File: src/rtl/btn_pkg.sv
// Shared types and defaults for the pushbutton / switch input conditioner.
// Holds the per-button FSM state encoding, default timing constants and a
// counter-width helper used by btn_debounce and btn_input_cond.
package btn_pkg;

    typedef enum logic [1:0] {
        IDLE         = 2'd0,
        PRESS_WAIT   = 2'd1,
        HELD         = 2'd2,
        RELEASE_WAIT = 2'd3
    } btn_state_t;

    localparam int unsigned DEF_DEBOUNCE   = 1_000_000;     // 10 ms at 100 MHz
    localparam int unsigned DEF_LONG_PRESS = 200_000_000;   // 2 s at 100 MHz
    localparam int unsigned SW_W           = 4;

    // Counter width for a terminal count of n; never narrower than one bit.
    function automatic int unsigned cnt_width(input int unsigned n);
        return (n > 32'd1) ? 32'($clog2(n)) : 32'd1;
    endfunction

endpackage

File: src/rtl/btn_input_cond_if.sv
// Bundle of raw user inputs and conditioned outputs.
//   master: drives raw btn0/btn1/sw, observes the conditioned outputs.
//   slave : the conditioner; consumes raw inputs, drives the outputs.
interface btn_input_cond_if;

    logic                     btn0;
    logic                     btn1;
    logic [btn_pkg::SW_W-1:0] sw;

    logic                     btn0_pulse;
    logic                     btn1_pulse;
    logic                     btn1_long;
    logic                     btn0_level;
    logic                     btn1_level;
    logic [btn_pkg::SW_W-1:0] sw_stable;
    logic                     sw_change;

    modport master (
        output btn0, btn1, sw,
        input  btn0_pulse, btn1_pulse, btn1_long, btn0_level, btn1_level,
        input  sw_stable, sw_change
    );

    modport slave (
        input  btn0, btn1, sw,
        output btn0_pulse, btn1_pulse, btn1_long, btn0_level, btn1_level,
        output sw_stable, sw_change
    );

endinterface

File: src/rtl/btn_debounce.sv
// Single pushbutton conditioner: 2-flop synchronizer, debounce FSM,
// one-cycle press strobe and debounced level.
//   clk, reset_n : clock, async active-low reset
//   btn_raw_i    : raw asynchronous button
//   state_o      : registered FSM state (for hold timing in the parent)
//   pulse_o      : one-cycle strobe per accepted press
//   level_o      : 1 while HELD or RELEASE_WAIT
module btn_debounce
    import btn_pkg::*;
#(
    parameter int unsigned DEBOUNCE_CYCLES = DEF_DEBOUNCE
) (
    input  logic       clk,
    input  logic       reset_n,
    input  logic       btn_raw_i,
    output btn_state_t state_o,
    output logic       pulse_o,
    output logic       level_o
);

    localparam int unsigned      CNT_W    = cnt_width(DEBOUNCE_CYCLES);
    localparam logic [CNT_W-1:0] CNT_LAST = CNT_W'(DEBOUNCE_CYCLES - 1);

    logic [1:0]       sync_q;
    logic             synced;
    btn_state_t       state_q, state_d;
    logic [CNT_W-1:0] cnt_q, cnt_d;
    logic             enter_q, enter_d;
    logic             pulse_q, pulse_d;
    logic             level_q, level_d;

    assign synced = sync_q[1];

    // State, counter and output registers.
    always_ff @(posedge clk or negedge reset_n) begin
        if (!reset_n) begin
            sync_q  <= '0;
            state_q <= IDLE;
            cnt_q   <= '0;
            enter_q <= 1'b0;
            pulse_q <= 1'b0;
            level_q <= 1'b0;
        end else begin
            sync_q  <= {sync_q[0], btn_raw_i};
            state_q <= state_d;
            cnt_q   <= cnt_d;
            enter_q <= enter_d;
            pulse_q <= pulse_d;
            level_q <= level_d;
        end
    end

    // Next state; the counter stops at CNT_LAST because the FSM leaves there.
    always_comb begin
        state_d = state_q;
        cnt_d   = cnt_q;
        enter_d = 1'b0;
        case (state_q)
            IDLE: begin
                if (synced) begin
                    state_d = PRESS_WAIT;
                    cnt_d   = '0;
                end
            end
            PRESS_WAIT: begin
                if (!synced) begin
                    state_d = IDLE;
                    cnt_d   = '0;
                end else if (cnt_q == CNT_LAST) begin
                    state_d = HELD;
                    enter_d = 1'b1;
                end else begin
                    cnt_d = cnt_q + CNT_W'(1);
                end
            end
            HELD: begin
                if (!synced) begin
                    state_d = RELEASE_WAIT;
                    cnt_d   = '0;
                end
            end
            RELEASE_WAIT: begin
                // A bounce back high resumes HELD without a second strobe.
                if (synced) begin
                    state_d = HELD;
                end else if (cnt_q == CNT_LAST) begin
                    state_d = IDLE;
                    cnt_d   = '0;
                end else begin
                    cnt_d = cnt_q + CNT_W'(1);
                end
            end
            default: begin
                state_d = IDLE;
                cnt_d   = '0;
            end
        endcase
        // Strobe lands the cycle after HELD entry.
        pulse_d = enter_q;
        level_d = (state_d == HELD) || (state_d == RELEASE_WAIT);
    end

    assign state_o = state_q;
    assign pulse_o = pulse_q;
    assign level_o = level_q;

endmodule

File: src/rtl/btn_input_cond.sv
// Input conditioner for two pushbuttons and a 4-bit switch bank.
//   clk, reset_n     : clock, async active-low reset
//   bus.btn0/btn1/sw : raw asynchronous inputs
//   bus.btnX_pulse   : one-cycle strobe per accepted press
//   bus.btnX_level   : debounced button levels
//   bus.btn1_long    : one-cycle strobe after btn1 held LONG_PRESS_CYCLES
//   bus.sw_stable    : debounced switch value
//   bus.sw_change    : one-cycle strobe when sw_stable updates
module btn_input_cond
    import btn_pkg::*;
#(
    parameter int unsigned DEBOUNCE_CYCLES   = DEF_DEBOUNCE,
    parameter int unsigned LONG_PRESS_CYCLES = DEF_LONG_PRESS
) (
    input logic             clk,
    input logic             reset_n,
    btn_input_cond_if.slave bus
);

    localparam int unsigned       DB_W      = cnt_width(DEBOUNCE_CYCLES);
    localparam int unsigned       HOLD_W    = cnt_width(LONG_PRESS_CYCLES);
    localparam logic [DB_W-1:0]   DB_LAST   = DB_W'(DEBOUNCE_CYCLES - 1);
    localparam logic [HOLD_W-1:0] HOLD_LAST = HOLD_W'(LONG_PRESS_CYCLES - 1);

    btn_state_t b0_state_unused;
    btn_state_t b1_state;
    logic       b0_pulse, b0_level;
    logic       b1_pulse, b1_level;

    btn_debounce #(.DEBOUNCE_CYCLES(DEBOUNCE_CYCLES)) u_btn0 (
        .clk       (clk),
        .reset_n   (reset_n),
        .btn_raw_i (bus.btn0),
        .state_o   (b0_state_unused),
        .pulse_o   (b0_pulse),
        .level_o   (b0_level)
    );

    btn_debounce #(.DEBOUNCE_CYCLES(DEBOUNCE_CYCLES)) u_btn1 (
        .clk       (clk),
        .reset_n   (reset_n),
        .btn_raw_i (bus.btn1),
        .state_o   (b1_state),
        .pulse_o   (b1_pulse),
        .level_o   (b1_level)
    );

    // ---------------- btn1 long press ----------------
    logic [HOLD_W-1:0] hold_q, hold_d;
    logic              fired_q, fired_d;
    logic              long_q, long_d;

    always_ff @(posedge clk or negedge reset_n) begin
        if (!reset_n) begin
            hold_q  <= '0;
            fired_q <= 1'b0;
            long_q  <= 1'b0;
        end else begin
            hold_q  <= hold_d;
            fired_q <= fired_d;
            long_q  <= long_d;
        end
    end

    // Count only in HELD, freeze through RELEASE_WAIT, clear once back in IDLE/PRESS_WAIT.
    always_comb begin
        hold_d  = hold_q;
        fired_d = fired_q;
        long_d  = 1'b0;
        case (b1_state)
            HELD: begin
                if (hold_q != HOLD_LAST) begin
                    hold_d = hold_q + HOLD_W'(1);
                end else if (!fired_q) begin
                    long_d  = 1'b1;
                    fired_d = 1'b1;
                end
            end
            RELEASE_WAIT: begin
                hold_d = hold_q;
            end
            default: begin
                hold_d  = '0;
                fired_d = 1'b0;
            end
        endcase
    end

    // ---------------- switch debounce ----------------
    logic [SW_W-1:0] sw_meta_q, sw_sync_q;
    logic [SW_W-1:0] sw_cand_q, sw_cand_d;
    logic [SW_W-1:0] sw_stable_q, sw_stable_d;
    logic [DB_W-1:0] sw_cnt_q, sw_cnt_d;
    logic            sw_change_q, sw_change_d;

    always_ff @(posedge clk or negedge reset_n) begin
        if (!reset_n) begin
            sw_meta_q   <= '0;
            sw_sync_q   <= '0;
            sw_cand_q   <= '0;
            sw_stable_q <= '0;
            sw_cnt_q    <= '0;
            sw_change_q <= 1'b0;
        end else begin
            sw_meta_q   <= bus.sw;
            sw_sync_q   <= sw_meta_q;
            sw_cand_q   <= sw_cand_d;
            sw_stable_q <= sw_stable_d;
            sw_cnt_q    <= sw_cnt_d;
            sw_change_q <= sw_change_d;
        end
    end

    // Any movement of the synced value restarts qualification of the new candidate.
    always_comb begin
        sw_cand_d   = sw_cand_q;
        sw_stable_d = sw_stable_q;
        sw_cnt_d    = sw_cnt_q;
        sw_change_d = 1'b0;
        if (sw_sync_q != sw_cand_q) begin
            sw_cand_d = sw_sync_q;
            sw_cnt_d  = '0;
        end else if (sw_cand_q != sw_stable_q) begin
            if (sw_cnt_q == DB_LAST) begin
                sw_stable_d = sw_cand_q;
                sw_change_d = 1'b1;
                sw_cnt_d    = '0;
            end else begin
                sw_cnt_d = sw_cnt_q + DB_W'(1);
            end
        end
    end

    assign bus.btn0_pulse = b0_pulse;
    assign bus.btn1_pulse = b1_pulse;
    assign bus.btn0_level = b0_level;
    assign bus.btn1_level = b1_level;
    assign bus.btn1_long  = long_q;
    assign bus.sw_stable  = sw_stable_q;
    assign bus.sw_change  = sw_change_q;

endmodule

File: src/flat_wrapper.sv
// flat-port wrapper written by rule: the top's interface ports become plain ports
module btn_input_cond_flat import btn_pkg::*;
#(
    parameter int unsigned DEBOUNCE_CYCLES   = DEF_DEBOUNCE,
    parameter int unsigned LONG_PRESS_CYCLES = DEF_LONG_PRESS
)
  (clk, reset_n, bus_btn0, bus_btn1, bus_sw, bus_btn0_pulse, bus_btn1_pulse, bus_btn1_long, bus_btn0_level, bus_btn1_level, bus_sw_stable, bus_sw_change);
  btn_input_cond_if bus_i ();
  input logic clk;
  input logic reset_n;
  input wire logic [$bits(bus_i.btn0)-1:0] bus_btn0;
  input wire logic [$bits(bus_i.btn1)-1:0] bus_btn1;
  input wire logic [$bits(bus_i.sw)-1:0] bus_sw;
  output wire logic [$bits(bus_i.btn0_pulse)-1:0] bus_btn0_pulse;
  output wire logic [$bits(bus_i.btn1_pulse)-1:0] bus_btn1_pulse;
  output wire logic [$bits(bus_i.btn1_long)-1:0] bus_btn1_long;
  output wire logic [$bits(bus_i.btn0_level)-1:0] bus_btn0_level;
  output wire logic [$bits(bus_i.btn1_level)-1:0] bus_btn1_level;
  output wire logic [$bits(bus_i.sw_stable)-1:0] bus_sw_stable;
  output wire logic [$bits(bus_i.sw_change)-1:0] bus_sw_change;
  assign bus_i.btn0 = bus_btn0;
  assign bus_i.btn1 = bus_btn1;
  assign bus_i.sw = bus_sw;
  assign bus_btn0_pulse = bus_i.btn0_pulse;
  assign bus_btn1_pulse = bus_i.btn1_pulse;
  assign bus_btn1_long = bus_i.btn1_long;
  assign bus_btn0_level = bus_i.btn0_level;
  assign bus_btn1_level = bus_i.btn1_level;
  assign bus_sw_stable = bus_i.sw_stable;
  assign bus_sw_change = bus_i.sw_change;
  btn_input_cond #(.DEBOUNCE_CYCLES(DEBOUNCE_CYCLES), .LONG_PRESS_CYCLES(LONG_PRESS_CYCLES)) u_core (.clk(clk), .reset_n(reset_n), .bus(bus_i));
endmodule
File: config.mk
export PLATFORM = sky130hd
export DESIGN_NAME = btn_input_cond_flat
export DESIGN_NICKNAME = d
export VERILOG_FILES = /design/src/rtl/btn_pkg.sv /design/src/rtl/btn_input_cond_if.sv /design/src/rtl/btn_debounce.sv /design/src/rtl/btn_input_cond.sv /design/src/flat_wrapper.sv
export SDC_FILE = /design/constraint.sdc
export NUM_CORES = 1
export LEC_CHECK = 0
export CAP_MARGIN = 0
export CORE_ASPECT_RATIO = 0.75
export CORE_MARGIN = 5
export CORE_UTILIZATION = 55
export CTS_CLUSTER_SIZE = 8
export DETAILED_ROUTE_END_ITERATION = 8
export GPL_TIMING_DRIVEN = 0
export HOLD_SLACK_MARGIN = 0.08
export PLACE_DENSITY = 0.73
export SLEW_MARGIN = 20
export SYNTH_ARGS = -nofsm -noshare
export SYNTH_HDL_FRONTEND = slang
export SYNTH_SLANG_ARGS = --single-unit
File: constraint.sdc
create_clock -name clk -period 2.9 [get_ports clk]
set_clock_uncertainty 0.05 [all_clocks]
set_input_delay 0.58 -clock clk [delete_from_list [all_inputs] [get_ports clk]]
set_output_delay 0.58 -clock clk [all_outputs]
set_load 0.02 [all_outputs]
* Yosys cells after proc, flatten, opt, wreduce, memory -nomap -nowiden
Cells that the tools add are included.
** Word-level totals
- Input port bits :: 8
- Logic and storage cells :: 110
- Bits in registers :: 121
- Output and inout bits :: 10
** Cells by class
- Add/sub/neg operators :: 4
- Bitwise logic cells :: 2
- Reductions and logical operators :: 10
- Eq/ne operators :: 26
- Multiplexer cells :: 47
** Operators by type and width (count)
- $mux 20 :: 15
- $pmux 20 s4 :: 2
- $add 20x1->20 const B :: 3
- $eq 20x20->1 const B :: 3
- $pmux 28 s2 :: 1
- $add 28x1->28 const B :: 1
- $mux 28 :: 1
- $ne 28x28->1 const B :: 1
- $mux 2 :: 12
- $eq 2x2->1 const B :: 8
- $pmux 2 s4 :: 2
- $ne 2x2->1 const B :: 7
- $mux 1 :: 13
- $ne 4x4->1 :: 2
- $reduce_and 4->1 :: 2
- $ne 3x3->1 const B :: 2
- $eq 2x1->1 const B :: 2
- $logic_not 2->1 :: 2
- $reduce_and 2->1 :: 2
- $reduce_and 3->1 :: 1
- $logic_or 1x1->1 :: 2
- $ne 2x1->1 const B :: 1
- $not 1->1 :: 2
- $pmux 1 s2 :: 1
- $reduce_bool 2->1 :: 1

* Depth between registers and ports, before layout
Gate-level depths: netlist of run 1.
- Depth after elaboration :: 6
- Mapped depth :: 7
- Depth with buffers taken out :: 6

* Modules after synthesis
Synthesis of run 1 repeated with hierarchy kept, for this count alone.
** Unflattened totals
- Cells, all modules :: 693
- Area total of the unflattened synthesis :: 6675.2 sq um
** By module, submodules not included
- btn_input_cond :: times used 1, area an instance 3465.8 sq um, sequential area each 1676.6 sq um, cells each 342
- btn_debounce at u_core.u_btn0 :: times used 1, area an instance 1731.7 sq um, sequential area each 675.6 sq um, cells each 191
- btn_debounce at u_core.u_btn1 :: times used 1, area an instance 1477.7 sq um, sequential area each 675.6 sq um, cells each 160

* Worst setup path before layout of run 1
No wires, ideal clock.
- Path type :: register to register
- From :: reg u_core.u_btn1.cnt_q[6]
- To :: reg u_core.u_btn1.cnt_q[0]
- Clock period less this slack :: 2.239 ns
- Path slack :: 0.661 ns
- Arrival time :: 2.063 ns
- Data required time :: 2.724 ns
- Library setup time :: 0.126 ns
- Stages on the path, launching flop included :: 7
- Path buffers :: 1
- Path through :: dfrtp_1 clkbuf_1 nor4b_1 nand4_1 nor2_2 mux2_2 a311o_1
** On the way
- Word-level cells in the longest chain between the ends :: 4
- Elaborated cells on any way between the ends :: 6
- Classes of those cells :: eq/ne (2); mux (3); reduce/logical (1)
** RTL lines
- start: declaration :: line btn_debounce.sv:27 : logic [CNT_W-1:0] cnt_q, cnt_d;
- start signal: assignment :: line btn_debounce.sv:46 : cnt_q <= cnt_d;
- $eq 20x20->1 (*) :: line btn_debounce.sv:69, btn_debounce.sv:86
- $mux 20 :: line btn_debounce.sv:86 : end else if (cnt_q == CNT_LAST) begin
- $mux 20 :: line btn_debounce.sv:84 : if (synced) begin
- $pmux 20 s4 :: line btn_debounce.sv:58 : case (state_q)
Every way passes the cells marked *; elsewhere a longest branch is shown, timed or not. The select of a mux whose other input is x is not followed.
A chain may end at the register's enable or synchronous reset.

* Worst setup path in the final report of run 1
- From :: reg u_core.hold_q[0]
- To :: reg u_core.hold_q[12]
** On the way
- Word-level cells in the longest chain between the ends :: 3
- Elaborated cells on any way between the ends :: 6
- Classes of those cells :: add/sub (1); eq/ne (2); mux (2); reduce/logical (1)
** RTL lines
- start: declaration :: line btn_input_cond.sv:49 : logic [HOLD_W-1:0] hold_q, hold_d;
- start signal: assignment :: line btn_input_cond.sv:59 : hold_q <= hold_d;
- $add 28x1->28 or $ne 28x28->1 (tied branches) :: line btn_input_cond.sv:73, btn_input_cond.sv:72
- $mux 28 or $ne 2x1->1 (tied branches)
- $pmux 28 s2 or $reduce_and 2->1 (tied branches)
Parallel ways exist; a longest one is shown, timed or not. The select of a mux whose other input is x is not followed.

==> flow_summary.yaml, run 1 <==
layout:
  mostFrequentLayoutCells: "dfrtp_1, nand2_1, nand3_1, clkbuf_1, a21oi_1"
  syn2layout_area_growth_pct: 15.20
  antennaDiodeCount: 0
  finalNetCount: 779
  final_cells: 946
  drive_gt1_share_pct: 8.205
  final_common_cell: "dfrtp_1"
drt:
  vias: 6028
  drtPass1Iterations: 5
  wl_met2_mm: 7.790
  routedLengthMet1_mm: 7.967
  first_iter_violations: 530
  drc: 0
  antenna_left: 0
  wire_per_inst_um: 17.88
  highest_layer: "met4"
  dr_wl_met3_um: 944
  drt-total-wl_mm: 16.91
  vias_per_cell: 6.372
clocking:
  cts_hold_buffers: 0
  clock-sinks: 121
  cts-root-buf: "clkbuf_16"
  cts_tree: "built"
  cts_max_level: 4
  cts_setup_buffers: 0
  clk_pin_slew_ps: 60
  cts_buffers: 17
  clk_path_buf_depth: 2
  clk_latency_ps: 420
global_route:
  grt_pass1_vias: 5774
  grt_start_max_net_pins: 67
  antenna_found_initial: 0
  grt_first_pass_wirelength_mm: 28.81
  gr-total-overflow: 0
  grt_usage_pct: 24.55
synthesis:
  postSynthCellCount: 730
  synth_top_area_cell: "dfrtp_1"
  synth.ff_latch_count: 121
  synth.avg_cell_area_um2: 9.213
  yosys_warnings: 0
  synth_cell_types: 69
  synthesis.nets: 742
  synth_top_area_share_pct: 45.02
  ys.flop_type: "dfrtp_1"
  synthesis.area_mm2: 0.006725
  synthArstFlopShare_pct: 100.0
  synth_edf_count: 0
  yosys-top-cells-area: "dfrtp_1, nand2_1, nand3_1, xnor2_1, a21oi_1"
  seq_area_frac_synth_pct: 45.02
critical_path:
  critPathTopFamily: "compound AO/OA/AOI/OAI gates"
  critPathArrivalTime_ps: 2900
  cp_slowest_cell: "or3_4"
  crit_buf_inv: 1
  crit_chain: "ha_1 > nand2_1 > or3_4 > o31ai_4 > clkbuf_1 > o21ai_0 > a21boi_0"
  path_max_fanout: 10
  required_ps: 3160
  crit_path_end_kind: "register"
  crit_path_max_incr_delay_ps: 450
  start_kind: "register"
  worstSetupPathType: "register to register"
sta:
  period_needed_ps: 2644
  maxSlewHeadroom_pct: 35.31
  finalHoldViolations: 0
  slew_violations: 0
  tightest_slew_ps: 962.3
  fmax_mhz: 378.3
  final-setup-viol-count: 0
  worst_slack_ps: 256.3
  whs_ps: 75.60
  fin_crit_sh_pct: 91.16
  rsz0062_at_grt: "no"
min_path:
  min_path_type: "primary input to asynchronous set/reset pin"
floorplanning:
  core_mm2: 0.01213
  die_x_um: 137.7
  die_h_um: 105.8
  row_count: 35
  start_util_pct: 55.44
  die_area_mm2: 0.01456
  ios: 18
run:
  max_cap_violations: 0
placed_design:
  numPlacedInstances: 914
  dpl_worst_slack_ps: 304.1
  routabilityCongestion: 0.9628
  hpwlAfterDp_mm: 11.35
  portBuffers: 17
power_and_ir_drop:
  p_clk_share_pct: 53.3
  netSwitchingPower_uw: 969.1
  powerDensity_mw_per_mm2: 526.4
  p_comb_share_pct: 4.4
  p_leak_nw: 2.991
  internal_power_mw: 3.109
  p_total_mw: 4.078
  switching_share_pct: 23.76
  peakVddDrop_mv: 0.4605
  seq_power_share_pct: 42.3
status:
  status: "complete, no violations"
==> per-stage QoR <==
step                      utilization (%)  TNS, ps  area, um2
after global placement              58.56  -423030       7103
after global routing                63.87        0       7747
after CTS                           63.76        0       7735
final                               63.87        0       7747
after detailed placement            58.79        0       7132
after floorplan                         -        0       6725
==> flip-flops by register name, summed over array words and instances, names as in the netlist, 4 cells and up <==
name	flops
u_core.sw_cnt_q	20
u_core.u_btn1.cnt_q	20
u_core.hold_q	28
u_core.sw_cand_q	4
u_core.sw_meta_q	4
u_core.u_btn0.cnt_q	20
u_core.sw_sync_q	4
u_core.bus.sw_stable	4
==> worst register-to-register path: cells and delay by family (launching register included) <==
kind / cells / cell delay (ps)
AO/OA/AOI/OAI: 3 / 870
AND/OR/NAND/NOR: 2 / 600
buffers and inverters: 1 / 440
flip-flops: 1 / 380
adder cells (fa/ha/maj): 1 / 200
==> final timing paths <==
check / start / to / slack [ps] / cells after the start
max in group asynchronous: reset_n / u_core.u_btn0.cnt_q[5] / 2030 / 2
min in group clk: u_core.u_btn1.sync_q[0] / u_core.u_btn1.sync_q[1] / 300 / 0
min reg2reg: u_core.u_btn1.sync_q[0] / u_core.u_btn1.sync_q[1] / 300 / 0
max: u_core.hold_q[0] / u_core.hold_q[12] / 260 / 7
min: reset_n / u_core.sw_cnt_q[14] / 80 / 1
max reg2reg: u_core.hold_q[0] / u_core.hold_q[12] / 260 / 7
==> final cells by class <==
| class | count | area, um2 |
|---|---|---|
| Fill cell | 978 | 4383 |
| Multi-Input combinational cell | 550 | 3480 |
| Sequential cell | 121 | 3028 |
| Clock buffer | 17 | 425.4 |
| Tap cell | 166 | 207.7 |
| Timing Repair Buffer | 18 | 198.9 |
| Buffer | 47 | 185.2 |
| Clock inverter | 15 | 177.7 |
| Inverter | 12 | 45.04 |
==> cells by family after synthesis <==
| logic type | Yosys count | synth area share, % |
|---|---|---|
| flops | 121 | 45.02 |
| fa+ha+maj | 4 | 0.7442 |
| xor+xnor | 30 | 3.907 |
| buf+inv | 59 | 3.423 |
| simple gates | 331 | 27.52 |
| compound gates | 171 | 17.12 |
| mux | 14 | 2.270 |
==> cells in the mapped netlist, types with 15 or more instances <==
cell type	count
a21oi_1	36
a31oi_1	15
and2_1	16
clkbuf_1	41
dfrtp_1	121
nand2_1	82
nand3_1	46
nand4_1	25
nor2_1	31
nor3_1	17
o21ai_0	34
or3_1	17
or4_1	18
xnor2_1	21
==> layer usage <==
metal	GRT usage (%)	vias up
met2	37.33	219
met4	6.695	0
met5	0	-
met1	35.75	2948
met3	4.866	26
li1	-	2835
==> power groups by stage <==
stage               sequential [mW]  combinational [mW]  clock [mW]
finish                         1.73               0.179        2.17
global route                   1.73               0.202        2.28
CTS                            1.73               0.180        2.19
detailed placement             1.76               0.177           0
global placement               1.75               0.170           0
floorplan                      1.75              0.0941           0
==> repair_timing <==
action | CTS | global route
gates resized for setup | 0 | 1
setup endpoints to repair | 0 | 1
endpoints found under the hold margin | 0 | 0
(Power assumes the default switching activity.)
==> run 2: changes to the inputs <==
CORE_MARGIN = 8   (was 5)
==> run 2 against run 1 <==
Utilization down 0.16 points; sequential cell count unchanged; combinational power about the same; final cell count down 0.11%.
==> flow_summary.yaml, run 2 (synthesized netlist as in run 1, its figures left out) <==
drt:
  vias: 6032
  drtPass1Iterations: 5
  drt-total-wl_mm: 16.84
  drc: 0
  wire_per_inst_um: 17.82
  first_iter_violations: 655
  vias_per_cell: 6.383
  antenna_left: 0
global_route:
  antenna_found_initial: 0
  grt-busiest-layer: "met2"
  grt_usage_pct: 22.13
  grt_pass1_vias: 5856
  gr-total-overflow: 0
  use_met2_pct: 32.76
  grt_start_max_net_pins: 69
  gr-usage-met3_pct: 5.216
  grt_first_pass_wirelength_mm: 29.12
  met1_usage_pct: 31.70
layout:
  final_common_cell: "dfrtp_1"
  drive_gt1_share_pct: 7.574
  largest_reg_flops: 28
  n_fill_cell: 1007
  finalNetCount: 779
  syn2layout_area_growth_pct: 14.49
  antennaDiodeCount: 0
  mostFrequentLayoutCells: "dfrtp_1, nand2_1, nand3_1, clkbuf_1, a21oi_1"
  registers.top_by_ff_count: "u_core.hold_q"
  design_area_mm2: 0.007700
critical_path:
  crit_path_end_kind: "register"
  r2r_slack_ps: 90
  critPathTopFamily: "simple AND/OR/NAND/NOR gates"
  crit_chain: "clkbuf_1 > nor4b_1 > nand4_1 > nor2_2 > mux2_2 > a311o_1"
  critPathArrivalTime_ps: 3050
  crit_buf_inv: 1
  cp_slowest_cell: "nor4b_1"
  required_ps: 3140
  crit_start: "u_core.u_btn1.cnt_q[6]"
  endpoint: "u_core.u_btn1.cnt_q[0]"
  path_depth: 6
  worstSetupPathType: "register to register"
  reg2reg_from: "u_core.u_btn1.cnt_q[6]"
  start_kind: "register"
  reg2reg_depth: 6
  regToRegEndpoint: "u_core.u_btn1.cnt_q[0]"
  path_max_fanout: 10
  crit_path_max_incr_delay_ps: 610
clocking:
  clk_pin_slew_ps: 60
  cts_buffers: 17
  cts-root-buf: "clkbuf_16"
  cts_max_level: 4
  cts_hold_buffers: 0
  clock-sinks: 121
  cts_resized: 0
  clk_path_buf_depth: 2
  clk_latency_ps: 410
  cts_tree: "built"
  cts_setup_buffers: 0
min_path:
  min_path_type: "primary input to asynchronous set/reset pin"
sta:
  slew_violations: 0
  fin_setup_tns_ps: 0
  worst_slack_ps: 85.14
  tightest_slew_ps: 980.7
  fmax_mhz: 355.3
  whs_ps: 114.0
  fin_crit_sh_pct: 97.06
  rsz0062_at_grt: "no"
  period_needed_ps: 2815
  final-setup-viol-count: 0
  finalHoldViolations: 0
  maxSlewHeadroom_pct: 34.02
placed_design:
  portBuffers: 17
  hpwlAfterDp_mm: 11.43
  routabilityCongestion: 0.9046
  dpl_worst_slack_ps: 224.3
  placed_area_mm2: 0.007132
floorplanning:
  die_x_um: 143.7
  ios: 18
  start_util_pct: 55.64
  die_h_um: 111.8
  row_count: 35
  core_mm2: 0.01209
  die_area_mm2: 0.01606
power_and_ir_drop:
  peakVddDrop_mv: 0.3926
  powerDensity_mw_per_mm2: 509.0
  p_total_mw: 3.919
  p_leak_nw: 2.989
status:
  status: "complete, no violations"
run:
  max_cap_violations: 0
-- run 2: cell types whose count changed in the layout (fill, tap and decap cells not counted), moves of 2 or more --
cell,before,now
clkinv_4,3,1
clkbuf_8,0,5
clkbuf_1,41,43
clkinvlp_4,5,1
bufinv_16,3,1
-- run 2: layout make-up --
cell class                 instances  area [um2]  share of cell area, %
multi-input combinational        550        3467                  45.03
tap                              166       207.7                  2.697
clock inverter                     7       66.31                 0.8612
buffer                            47       185.2                  2.405
sequential                       121        3028                  39.32
inverter                          12       45.04                 0.5850
timing repair buffer              18       198.9                  2.584
clock buffer                      24       501.7                  6.516
-- run 2: power breakdown --
part | internal, mW | switching (mW)
Clock | 1.28 | 0.731
Sequential | 1.71 | 0.0174
Combinational | 0.0513 | 0.128
Total | 3.04 | 0.877
-- run 2: stage by stage --
step                cells  utilization, %
floorplan             730               -
global placement      913           58.77
detailed placement    914           59.01
CTS                   945           63.71
global route          945           63.71
finish                945           63.71
-- run 2: routing by layer --
metal | routed length [um] | part of all wire, %
met1 | 7945 | 47
met4 | 206 | 1.2
met3 | 1204 | 7.1
met2 | 7486 | 44
met5 | 0 | 0
-- run 2: worst min path at each step --
stage / end / slack [ps] / cells after the start
4_1_cts: u_core.u_btn0.cnt_q[17] / 150 / 1
3_3_place_gp: u_core.u_btn1.pulse_o / 280 / 0
2_1_floorplan: u_core.bus.btn1_long / 230 / 0
5_1_grt: u_core.u_btn0.cnt_q[6] / 170 / 1
6_report: u_core.u_btn0.cnt_q[7] / 110 / 1
3_5_place_dp: u_core.u_btn0.pulse_o / 290 / 0
